## src/rtl/fifo_rr_read_arbiter.sv

```systemverilog
// Round-robin read scheduler: drains a bank of one-cycle-latency FIFOs into a
// single valid/ready stream, one word in flight at a time, tagged with its source.
module fifo_rr_read_arbiter #(
  parameter  int NUM_REQ    = 4,
  parameter  int DATA_WIDTH = 8,
  localparam int SRC_WIDTH  = $clog2(NUM_REQ)
) (
  input  logic                          clk,
  input  logic                          reset_n,
  input  logic [NUM_REQ-1:0]            fifo_empty,
  output logic [NUM_REQ-1:0]            fifo_read,
  input  logic [NUM_REQ*DATA_WIDTH-1:0] fifo_read_data,
  output logic                          out_valid,
  input  logic                          out_ready,
  output logic [DATA_WIDTH-1:0]         out_data,
  output logic [SRC_WIDTH-1:0]          out_src
);

  typedef enum logic [1:0] {
    ST_IDLE  = 2'd0,
    ST_FETCH = 2'd1,
    ST_VALID = 2'd2
  } state_e;

  state_e                 state_q, state_d;
  logic [SRC_WIDTH-1:0]   grant_q, grant_d;
  logic [SRC_WIDTH-1:0]   last_grant_q, last_grant_d;
  logic                   out_valid_q, out_valid_d;
  logic [DATA_WIDTH-1:0]  out_data_q, out_data_d;
  logic [SRC_WIDTH-1:0]   out_src_q, out_src_d;

  logic [NUM_REQ-1:0]     req, above, req_hi;
  logic                   hi_any, lo_any, pick_any;
  logic [SRC_WIDTH-1:0]   hi_idx, lo_idx, pick_idx;
  logic                   take_grant;
  logic [DATA_WIDTH-1:0]  rd_words [NUM_REQ];

  for (genvar i = 0; i < NUM_REQ; i++) begin : g_unpack
    assign rd_words[i] = fifo_read_data[i*DATA_WIDTH +: DATA_WIDTH];
  end

  // Round-robin pick: lowest requester above last_grant, else lowest overall.
  always_comb begin
    req    = ~fifo_empty;
    above  = '0;
    hi_any = 1'b0;
    lo_any = 1'b0;
    hi_idx = '0;
    lo_idx = '0;
    for (int i = 0; i < NUM_REQ; i++) begin
      above[SRC_WIDTH'(i)] = (SRC_WIDTH'(i) > last_grant_q);
    end
    req_hi = req & above;
    for (int i = NUM_REQ - 1; i >= 0; i--) begin
      if (req_hi[SRC_WIDTH'(i)]) begin
        hi_any = 1'b1;
        hi_idx = SRC_WIDTH'(i);
      end
      if (req[SRC_WIDTH'(i)]) begin
        lo_any = 1'b1;
        lo_idx = SRC_WIDTH'(i);
      end
    end
    pick_any = hi_any | lo_any;
    pick_idx = hi_any ? hi_idx : lo_idx;
  end

  // Handshake: a word transfers on any cycle with out_valid & out_ready; while
  // out_ready is low the word and its tag are held and no new strobe is issued.
  assign take_grant = reset_n && pick_any &&
                      ((state_q == ST_IDLE) || ((state_q == ST_VALID) && out_ready));

  always_ff @(posedge clk) begin
    if (!reset_n) begin
      state_q      <= ST_IDLE;
      grant_q      <= '0;
      last_grant_q <= SRC_WIDTH'(NUM_REQ - 1);
      out_valid_q  <= 1'b0;
      out_data_q   <= '0;
      out_src_q    <= '0;
    end else begin
      state_q      <= state_d;
      grant_q      <= grant_d;
      last_grant_q <= last_grant_d;
      out_valid_q  <= out_valid_d;
      out_data_q   <= out_data_d;
      out_src_q    <= out_src_d;
    end
  end

  always_comb begin
    state_d = state_q;
    case (state_q)
      ST_IDLE:  if (pick_any) state_d = ST_FETCH;
      ST_FETCH: state_d = ST_VALID;
      ST_VALID: if (out_ready) state_d = pick_any ? ST_FETCH : ST_IDLE;
      default:  state_d = ST_IDLE;
    endcase
  end

  always_comb begin
    fifo_read    = '0;
    grant_d      = grant_q;
    last_grant_d = last_grant_q;
    out_valid_d  = out_valid_q;
    out_data_d   = out_data_q;
    out_src_d    = out_src_q;
    if (take_grant) begin
      fifo_read[pick_idx] = 1'b1;
      grant_d             = pick_idx;
      last_grant_d        = pick_idx;
    end
    // The FIFO's read register updated on the strobe edge, so capture now.
    if (state_q == ST_FETCH) begin
      out_data_d  = rd_words[grant_q];
      out_src_d   = grant_q;
      out_valid_d = 1'b1;
    end
    if ((state_q == ST_VALID) && out_ready) begin
      out_valid_d = 1'b0;
    end
  end

  assign out_valid = out_valid_q;
  assign out_data  = out_data_q;
  assign out_src   = out_src_q;

endmodule

```

## config.mk

```make
export PLATFORM = sky130hd
export DESIGN_NAME = fifo_rr_read_arbiter
export DESIGN_NICKNAME = d
export VERILOG_FILES = /design/src/rtl/fifo_rr_read_arbiter.sv
export SDC_FILE = /design/constraint.sdc
export NUM_CORES = 1
export LEC_CHECK = 0
export BUFFER_PORTS_ARGS = -buffer_cell sky130_fd_sc_hd__buf_2
export CAP_MARGIN = 0
export CORE_ASPECT_RATIO = 1.1
export CORE_MARGIN = 2
export CORE_UTILIZATION = 38
export CTS_CLUSTER_DIAMETER = 80
export CTS_CLUSTER_SIZE = 16
export DETAILED_ROUTE_END_ITERATION = 10
export MAX_ROUTING_LAYER = met4
export PLACE_DENSITY = 0.82
export SETUP_SLACK_MARGIN = 0.05
export SLEW_MARGIN = 20
export SYNTH_ARGS = -nofsm -noshare
export SYNTH_HDL_FRONTEND = slang
export SYNTH_SLANG_ARGS = --single-unit
```

## constraint.sdc

```tcl
create_clock -name clk -period 2.7 [get_ports clk]
set_input_delay 0.54 -clock clk [delete_from_list [all_inputs] [get_ports clk]]
set_output_delay 0.54 -clock clk [all_outputs]
set_load 0.02 [all_outputs]
```

==> impl_metrics.json <==
{
  "synth_top_cell_area_share": 0.4370,
  "crit_family": "buffers and inverters",
  "async_reset_ff_frac": 0,
  "vias": 486,
  "avgSynthCellArea_um2": 10.27,
  "viasPerCell": 4.765,
  "yosys.area.top_type": "dfxtp_1",
  "h-tree-depth": 1,
  "dpl.hpwl_um": 839,
  "cts_resized": 0,
  "cp_max_fo": 14,
  "critPathMostFrequentCell": "buf_2",
  "worstPathCellList": "buf_2 > nor3b_2 > buf_2",
  "critPathCaptureType": "output pin",
  "die_area_um2": 1900,
  "ios": 54,
  "wl_per_cell_um": 11.00,
  "nets": 125,
  "crit_start": "reset_n",
  "cap_violations": 0,
  "fin_crit_sh": 0.6293,
  "vdd_drop_max_mv": 0.3762,
  "ys_seq_area_frac": 0.4370,
  "cts_setup_buffers": 0,
  "yosysUniqueCellTypes": 17,
  "die_w_um": 41.75,
  "grt_overflow_total": 0,
  "fin_tns_setup_ns": 0,
  "leakage_nw": 0.3751,
  "grt_start_max_net_pins": 20,
  "min_path_type": "flip-flop to flip-flop",
  "synth_seq_cells": 13,
  "grt_pass1_vias": 439,
  "p_per_area_nw_per_um2": 620.0,
  "hold_violations": 0,
  "hp-start": "out_valid",
  "ys_top_cells_by_count": "dfxtp_1, mux2i_1, a21oi_1, o21ai_0, buf_4",
  "grtUsageTotal": 0.1339,
  "io_buffers": 29,
  "yosysWarnings": 0,
  "synth_most_common_cell": "dfxtp_1",
  "fin_worst_skew_ns": 0.005869,
  "synth-simple-area-share": 0.1029,
  "critPathLaunchType": "input pin",
  "slew_headroom": 0.6343,
  "cts-root-buf": "clkbuf_4",
  "clk_pin_slew_worst_paths_ns": 0.08,
  "cp.required_ns": 2.16,
  "fp-row-count": 15,
  "post-route-min-period_ns": 1.699,
  "crit_buf_inv": 2,
  "core_area_um2": 1520,
  "drv_slew": 0,
  "ant_nets": 0,
  "synth-compound-area-share": 0.1765,
  "drc": 0,
  "die_h_um": 45.52,
  "synth_top_family_by_area": "compound AO/OA/AOI/OAI gates",
  "final_area_um2": 724.4,
  "cts.sinks": 13,
  "netlist_instances": 58,
  "synthFlopType": "dfxtp_1",
  "ys_top_cells_by_area": "dfxtp_1, mux2i_1, buf_4",
  "cts_buffers": 3,
  "cts_tree": "built",
  "finalSetupViolCount": 0,
  "grt_pass1_wl_um": 1835,
  "mappedNetlistArea_um2": 595.6,
  "wirelength_um": 1122,
  "status": "finished, final reports clean",
  "layout-drive-gt1-share": 0.4000,
  "synth-adder-area-share": 0,
  "place_congestion": 0.6837,
  "first_iter_violations": 0,
  "hold_buffers": 0,
  "critPathMaxStageDelay_ns": 0.22,
  "synthMuxAreaShare": 0.1513,
  "synth-edff-count": 0,
  "first_pass_iters": 1,
  "area_delta_synth_final_pct": 21.64,
  "worst_path_max_delay_cell": "nor3b_2",
  "worstMarginPinSlew_ns": 0.5479,
  "clock_latency_ns": 0.27,
  "clock_tree.buffer_depth": 2,
  "antenna_found_initial": 0,
  "initial_core_util": 0.3918,
  "worstPathArrival_ns": 1.16,
  "path_class": "input pin to output pin",
  "dpl_cell_area_um2": 698.2,
  "synth_xor_area_frac": 0,
  "rsz0062_at_grt": "false",
  "rr_startpoint": "state_q[0]",
  "fmax_mhz": 588.5,
  "antenna_cells": 0
}
per-layer routing:
layer | global-route usage | wire length, µm | vias to the layer above
met5 | - | 0 | -
met3 | 0.05556 | 81 | 0
li1 | - | - | 251
met2 | 0.2188 | 552 | 18
met4 | 0.05806 | 0 | 0
met1 | 0.1446 | 488 | 217
stage by stage:
step / setup WS (ns) / hold slack [ns] / utilization / std cells / power (mW)
after CTS: 0.9897 / 0.5090 / 0.4765 / 102 / 0.4558
after global placement: 0.9899 / 0.4808 / 0.4593 / 98 / 0.3324
after global routing: 0.9407 / 0.5290 / 0.4765 / 102 / 0.4760
after floorplan: 1.250 / 0.4748 / - / 61 / 0.3143
final: 1.001 / 0.5134 / 0.4765 / 102 / 0.4491
after detailed placement: 0.9920 / 0.4888 / 0.4593 / 98 / 0.3361
flip-flops by register name, summed over array words and instances (netlist names):
name and flops:
out_data 8, state_q 2, grant_q 1, out_src 1, out_valid 1
placed cells by master (no fill, tap or decap), drive strengths merged:
| cell | synthesis | final |
|---|---|---|
| clkbuf | 1 | 4 |
| o21a | 1 | 1 |
| conb | 1 | 4 |
| nor2b | 3 | 3 |
| buf | 8 | 29 |
| dfxtp | 13 | 13 |
| o21ai | 8 | 8 |
| a21o | 1 | 1 |
| nor3b | 3 | 3 |
| mux2i | 9 | 9 |
| nand3b | 1 | 1 |
| a21oi | 8 | 8 |
| o211a | 1 | 1 |
worst paths after layout:
kind	to	slack, ns	cells after the start
min reg2reg	out_valid	0.51	1
min	out_valid	0.51	1
max reg2reg	out_src[0]	1.49	3
max	fifo_read[1]	1.00	3
layout make-up:
cell class,count,area (µm²)
clock buffers,4,26.28
well taps,17,21.27
fillers,157,795.8
repair buffers,29,145.1
flip-flops and latches,13,260.3
multi-input cells,39,271.5
logic make-up (layout without fill, tap and decap cells):
logic type / after synthesis / after routing
buf+inv: 9 / 33
mux: 9 / 9
compound gates: 19 / 19
simple gates: 7 / 7
flops: 13 / 13
other cells: 1 / 4
power by group:
part / internal (mW) / switching, mW
combinational: 0.0454 / 0.0553
clock: 0.0571 / 0.0614
sequential: 0.211 / 0.0186
total: 0.314 / 0.135
No activity file was read; power rests on OpenSTA's default activity.
